**src/rtl/forward_ctrl.sv**
```systemverilog
// Sequencing controller for the forward datapath: loads the parameter bank, collects one
// 3x3 sample frame, starts the datapath, waits out its latency and holds the result.
module forward_ctrl #(
    parameter int DW      = 16,
    parameter int NPRM    = 67,
    parameter int NX      = 9,
    parameter int LATENCY = 8
) (
    input  logic               clk,
    input  logic               rst,
    input  logic               cfg_reload,
    input  logic               prm_valid,
    output logic               prm_ready,
    input  logic [DW-1:0]      prm_data,
    input  logic               x_valid,
    output logic               x_ready,
    input  logic [DW-1:0]      x_data,
    output logic [NPRM*DW-1:0] param_bus,
    output logic [NX*DW-1:0]   x_bus,
    output logic               dp_start,
    input  logic [NX*DW-1:0]   dp_out,
    output logic               res_valid,
    input  logic               res_ready,
    output logic [NX*DW-1:0]   res_data,
    output logic               busy
);

    localparam int PCW = (NPRM > 1) ? $clog2(NPRM) : 1;
    localparam int XCW = (NX > 1) ? $clog2(NX) : 1;
    localparam int WCW = 8;

    typedef enum logic [2:0] {
        ST_IDLE,
        ST_LOAD_PRM,
        ST_LOAD_X,
        ST_WAIT,
        ST_HOLD
    } state_t;

    state_t         state;
    state_t         state_nxt;
    logic [PCW-1:0] pcnt;
    logic [XCW-1:0] xcnt;
    logic [WCW-1:0] wcnt;
    logic           reload_pend;

    logic prm_fire;
    logic x_fire;
    logic res_fire;
    logic prm_last;
    logic x_last;
    logic wait_done;

    assign prm_fire = prm_valid && prm_ready;
    assign x_fire   = x_valid && x_ready;
    assign res_fire = res_valid && res_ready;
    assign prm_last = prm_fire && (pcnt == PCW'(NPRM - 1));
    assign x_last   = x_fire && (xcnt == XCW'(NX - 1));

    // The counter is frozen during the dp_start cycle so the capture lands LATENCY cycles
    // after the start pulse, i.e. LATENCY+1 edges after the final sample transfer.
    assign wait_done = (state == ST_WAIT) && !dp_start && (wcnt == WCW'(1));

    always_ff @(posedge clk or negedge rst) begin
        if (!rst) begin
            state <= ST_IDLE;
        end else begin
            state <= state_nxt;
        end
    end

    always_comb begin
        state_nxt = state;
        case (state)
            ST_IDLE:     state_nxt = ST_LOAD_PRM;
            ST_LOAD_PRM: if (prm_last) state_nxt = ST_LOAD_X;
            ST_LOAD_X:   if (x_last) state_nxt = ST_WAIT;
            ST_WAIT:     if (wait_done) state_nxt = ST_HOLD;
            ST_HOLD: begin
                if (res_fire) begin
                    state_nxt = reload_pend ? ST_LOAD_PRM : ST_LOAD_X;
                end
            end
            default:     state_nxt = ST_IDLE;
        endcase
    end

    always_comb begin
        prm_ready = 1'b0;
        x_ready   = 1'b0;
        res_valid = 1'b0;
        busy      = 1'b1;
        case (state)
            ST_IDLE:     busy      = 1'b0;
            ST_LOAD_PRM: prm_ready = 1'b1;
            ST_LOAD_X:   x_ready   = 1'b1;
            ST_WAIT:     busy      = 1'b1;
            ST_HOLD: begin
                res_valid = 1'b1;
                busy      = 1'b0;
            end
            default:     busy      = 1'b0;
        endcase
    end

    always_ff @(posedge clk or negedge rst) begin
        if (!rst) begin
            pcnt     <= '0;
            xcnt     <= '0;
            wcnt     <= '0;
            dp_start <= 1'b0;
        end else begin
            dp_start <= x_last;
            if (prm_fire) begin
                pcnt <= prm_last ? '0 : pcnt + PCW'(1);
            end
            if (x_fire) begin
                xcnt <= x_last ? '0 : xcnt + XCW'(1);
            end
            if (x_last) begin
                wcnt <= WCW'(LATENCY);
            end else if (state == ST_WAIT && !dp_start && wcnt != '0) begin
                wcnt <= wcnt - WCW'(1);
            end
        end
    end

    // A request arriving on the very cycle we enter the load must survive the clear.
    always_ff @(posedge clk or negedge rst) begin
        if (!rst) begin
            reload_pend <= 1'b0;
        end else if (cfg_reload) begin
            reload_pend <= 1'b1;
        end else if (state != ST_LOAD_PRM && state_nxt == ST_LOAD_PRM) begin
            reload_pend <= 1'b0;
        end
    end

    always_ff @(posedge clk or negedge rst) begin
        if (!rst) begin
            param_bus <= '0;
            x_bus     <= '0;
            res_data  <= '0;
        end else begin
            if (prm_fire) begin
                param_bus[int'(pcnt)*DW +: DW] <= prm_data;
            end
            if (x_fire) begin
                x_bus[int'(xcnt)*DW +: DW] <= x_data;
            end
            if (wait_done) begin
                res_data <= dp_out;
            end
        end
    end

endmodule

```
**config.mk**
```make
export PLATFORM = sky130hd
export DESIGN_NAME = forward_ctrl
export DESIGN_NICKNAME = d
export VERILOG_FILES = /design/src/rtl/forward_ctrl.sv
export SDC_FILE = /design/constraint.sdc
export NUM_CORES = 2
export LEC_CHECK = 0
export ABC_AREA = 1
export ABC_CLOCK_PERIOD_IN_PS = 3500
export BUFFER_PORTS_ARGS = -buffer_cell sky130_fd_sc_hd__buf_2
export CAP_MARGIN = 0
export CELL_PAD_IN_SITES_DETAIL_PLACEMENT = 1
export CELL_PAD_IN_SITES_GLOBAL_PLACEMENT = 2
export CORE_AREA = 5 5 607 609
export DETAILED_ROUTE_END_ITERATION = 12
export DIE_AREA = 0 0 612 614
export PLACE_DENSITY = 0.54
export SLEW_MARGIN = 20
export SYNTH_ARGS = -nofsm -noshare
export SYNTH_HDL_FRONTEND = slang
export SYNTH_SLANG_ARGS = --single-unit
```
**constraint.sdc**
```tcl
create_clock -name clk -period 3.5 [get_ports clk]
set_clock_uncertainty 0.2 [all_clocks]
set_input_delay 0.35 -clock clk [delete_from_list [all_inputs] [get_ports clk]]
set_output_delay 0.35 -clock clk [all_outputs]
set_load 0.01 [all_outputs]
```
# Word level (Yosys, flattened, before mapping)
# Cells that the tools add are included.
# word_totals
reg_bits	1384
out_inout_bits	1365
# op_classes
add_sub_neg	5
eq_ne	9
n_shift	4
n_mux	18
n_reduce_logical	15
# op_table
op	count
$bwmux W1072	1
$shift A16 B33 Y1072 const A	1
$shiftx A16 B33 Y1072	1
$bwmux W144	1
$shift A16 B33 Y144 const A	1
$shiftx A16 B33 Y144	1
$neg A11 Y33	1
$neg A8 Y33	1
$mux W8	2
$pmux W3 S5	1
$mux W3	4
$logic_and A1 B1 Y1	9
$eq A8 B1 Y1 const B	1
$reduce_bool A8 Y1	1
$sub A8 B1 Y8 const B	1
$add A7 B1 Y7 const B	1
$eq A7 B7 Y1 const B	1
$mux W7	1
$eq A3 B1 Y1 const B	2
$eq A3 B2 Y1 const B	2
$mux W1	6
$add A4 B1 Y4 const B	1
$eq A4 B4 Y1 const B	1
$mux W4	1
other kinds (7)	8

# Depth between registers and ports, before layout
# logic_depth
ltp_word	10
depth_mapped	17
depth_no_buf	14

# Worst setup path before layout
# Ideal clock, no wire load.
# synth_timing
path_type	flip-flop to flip-flop
start	register pcnt[0]
end	register param_bus[119]
arrival_time_ns	2.814
t_required_ns	3.182
setup_slack_ns	0.368
stages_incl_launch_ff	17
synth_period_minus_slack_ns	3.132
cell_sequence	dfrtp_1 inv_1 clkbuf_1 ha_1 nand2_1 nor2_1 ha_1 clkbuf_1 inv_1 nor2_2 inv_1 buf_2 clkbuf_1 clkbuf_1 nor2_1 nand3_1 nand2_1
# synth_via
elab_chain_cells	3
# synth_rtl
item	line_no	rtl
from (decl)	42	logic [PCW-1:0] pcnt;
from (signal assigned)	115	pcnt <= prm_last ? '0 : pcnt + PCW'(1);
$neg A11 Y33 (*)	146	param_bus[int'(pcnt)*DW +: DW] <= prm_data;
$shiftx A16 B33 Y1072 / $shift A16 B33 Y1072 (equally long branches)	146	
$bwmux W1072 (*)	146	
to (signal, indexed assignment)	146	
to (decl)	18	output logic [NPRM*DW-1:0] param_bus,
# Mark *: on every way between the ends. The rest lies on a longest branch, timed or not.
# A chain may end at the register's enable or synchronous reset.

# Worst setup path in the final report
# layout_timing
start	register pcnt[1]
end	register param_bus[92]
# Same word-level chain as after synthesis.

==> reports/qor.csv <==
metric,value,unit
holdWs,-41.7,ps
area_delta_synth_final,41.2,%
synth-edff-count,0,
clockBufferDepth,4,
synth_top_family_by_area,simple AND/OR/NAND/NOR gates,
ff_latch_area,34600,um^2
slew_headroom,0.298,
hold_start,prm_valid,
path_clk_slew,60,ps
cts_tree,done,
grt_pass1_vias,67500,
synth_compound_area_frac,0.0451,
synth_adder_area_share,0.00182,
routabilityCongestion,0.853,
start_kind,flop,
multi_input_area,24700,um^2
synth_cell_types,30,
synth_seq_cells,1384,
crit_fanout,32,
vdd_drop_max,527,uV
cp_num_buf_inv,7,
path_class,reg -> reg,
max_cap_violations,0,
r2r_start,pcnt[1],
slew_viol_final,0,
endpoint_kind,flop,
violations,negative hold slack,
wl_met2,206000,um
dr_wl_met3,27300,um
fp.dieH,614,um
num_vias,63400,
post-route-util,0.241,
rsz0062_at_grt,yes,
met1_length,167000,um
drt_iter0_drc,4092,
grt_first_pass_wirelength,569000,um
h-tree-depth,4,
ios,1547,
yosys-mux-area-fraction,0.0262,
route.detailed.drc,0,
numCtsBuffers,186,
p_per_area,652,nW/um^2
fillerInstances,43000,
synth_area,61800,um^2
vias_per_cell,4.38,
ys_warn_count,0,
outcome,finished with violations,
wl_per_cell,28.7,um
finalHoldViolCount,2,
die-area,376000,um^2
dr.pass1.iters,5,
die_x,612,um
grt_start_max_net_pins,107,
worst_ep_arrival_time,3960,ps
synth_xor_area_frac,0.000830,
hp-class,in -> reg,
cpMostUsedCell,buf_4,
rows,221,
synthesis.nets,7787,
cpMaxStageDelayCell,dfrtp_1,
ant_nets,0,
finalNetCount,9697,
finalCriticalPeriod,3360,ps
cts_root_buffer,clkbuf_16,
synthSimpleGateAreaFrac,0.322,
max_freq,0.297,GHz
ys_seq_area_frac,0.560,
crit_path_start,pcnt[1],
highest_layer,met5,
antenna_found_initial,34,
grt_usage,0.213,
core-area,362000,um^2
crit_path_cell_trace,"inv_1, ha_2, nand2_1, buf_4, nor2_2, buf_4, nor2_4, nand4_1, buf_4, nor2_2, buf_6, buf_4, nand2_1, nor2_4, buf_12, nand3_1, nand2_1",
final_common_cell,nand2_1,
grt.overflow.total,0,
io_buffers,1546,
routed_wl,416000,um
slowest_delay,400,ps
cp.required,4090,ps
clk_latency,870,ps
avgSynthCellArea,8.14,um^2
final_cell_mix,"nand2_1, buf_2, dfrtp_1",
p_leak,43.8,nW
worst_pin_slew,1050,ps
drive_above_1_share,0.260,
dpl.hpwl,319000,um
start_util,0.171,
setup_violations,0,
synthFlopType,dfrtp_1,
cts.sinks,1384,
post-route-period-util,0.961,
critPathTopFamily,buffers and inverters,
syn_inst,7596,
synthArstFlopShare,1.00,
-- layer usage --
layer | vias to the layer above | global-route usage
met5 | - | 0
met4 | 6 | 0.0658
met3 | 470 | 0.0540
met2 | 1766 | 0.376
met1 | 32700 | 0.252
li1 | 28500 | -
-- timing repair --
item	4_1_cts	5_1_grt
cloned	0	1
pin swaps	1	1
endpoints found under the setup margin	88	184
setup buffers	2	6
gates resized for setup	9	17
endpoints found under the hold margin	1336	0
hold buffers	303	0
-- metrics by stage --
step	std cells	total power, W	setup TNS, ps	instance area [um^2]	worst slack (ps)
after floorplan	7596	0.0256	0	61800	368
after global placement	13800	0.0369	-13560	77700	-390
after detailed placement	13800	0.0370	-11800	77700	-335
after CTS	14400	0.0578	0	87000	17.6
after global routing	14500	0.0594	-33.7	87200	-17.3
final	14500	0.0568	0	87200	136
-- cell families after synthesis --
family | count (synthesis)
AOI/OAI and AO/OA | 545
xor gates and xnor gates | 5
adders and majority gates | 9
buffers and inverters | 658
DFF | 1384
muxes | 144
and+or+nand+nor | 4851
-- registers in the layout (all words and copies together) (netlist names) --
| register | count |
|---|---|
| dp_start | 1 |
| param_bus | 1072 |
| x_bus | 144 |
| res_data | 144 |
| reload_pend | 1 |
| wcnt | 8 |
| state | 3 |
| xcnt | 4 |
| pcnt | 7 |
-- Yosys cell counts (2+ instances only) --
cell / number / area share
nand2_1: 2575 / 0.16
dfrtp_1: 1384 / 0.56
nor2_1: 1101 / 0.067
nand3_1: 967 / 0.078
clkbuf_1: 376 / 0.023
o21ai_0: 243 / 0.020
o21ai_1: 208 / 0.017
nand4_1: 172 / 0.017
buf_2: 167 / 0.014
mux2_2: 144 / 0.026
inv_1: 67 / 0.0041
a21oi_1: 58 / 0.0047
buf_1: 37 / 0.0022
nor3_1: 27 / 0.0022
a31oi_1: 21 / 0.0021
o31ai_1: 10 / 0.0012
ha_1: 9 / 0.0018
inv_2: 8 / 0.00049
nor2_2: 5 / 0.00051
xor2_1: 4 / 0.00057
buf_4: 2 / 0.00024
nor4_1: 2 / 0.00020
o21a_1: 2 / 0.00024
-- layout make-up --
| type | instances | share of cell area |
|---|---|---|
| timing repair buffer | 2304 | 0.175 |
| tap | 4794 | 0.0688 |
| antenna | 19 | 0.000545 |
| sequential | 1384 | 0.397 |
| clock inverter | 64 | 0.00939 |
| clock buffer | 271 | 0.0622 |
| inverter | 76 | 0.00376 |
| multi-input combinational | 5554 | 0.283 |
-- worst register-to-register path, cell delays in order, from the launching register on --
cell     delay (ps)
dfrtp_1         400
inv_1           110
ha_2            230
nand2_1         110
buf_4           150
nor2_2           60
buf_4           200
nor2_4          160
nand4_1         130
buf_4           180
nor2_2           80
buf_6           200
buf_4           240
nand2_1         140
nor2_4          270
buf_12          220
nand3_1         140
nand2_1          90
-- report_power, final --
group,internal [W],switching [W]
Combinational,0.00464,0.0154
Sequential,0.0165,0.000328
Clock,0.0119,0.00816
Total,0.0330,0.0239
-- worst paths after layout --
kind	endpoint	cells after the start	slack, ps
worst max register to register	param_bus[92]	17	140
worst max-delay path	param_bus[92]	17	140
max in group asynchronous	param_bus[165]	5	1600
worst min-delay path	pcnt[1]	4	-40
min in group asynchronous	param_bus[594]	3	510
worst min register to register	param_bus[204]	2	270
No activity file was read; power rests on OpenSTA's default activity.
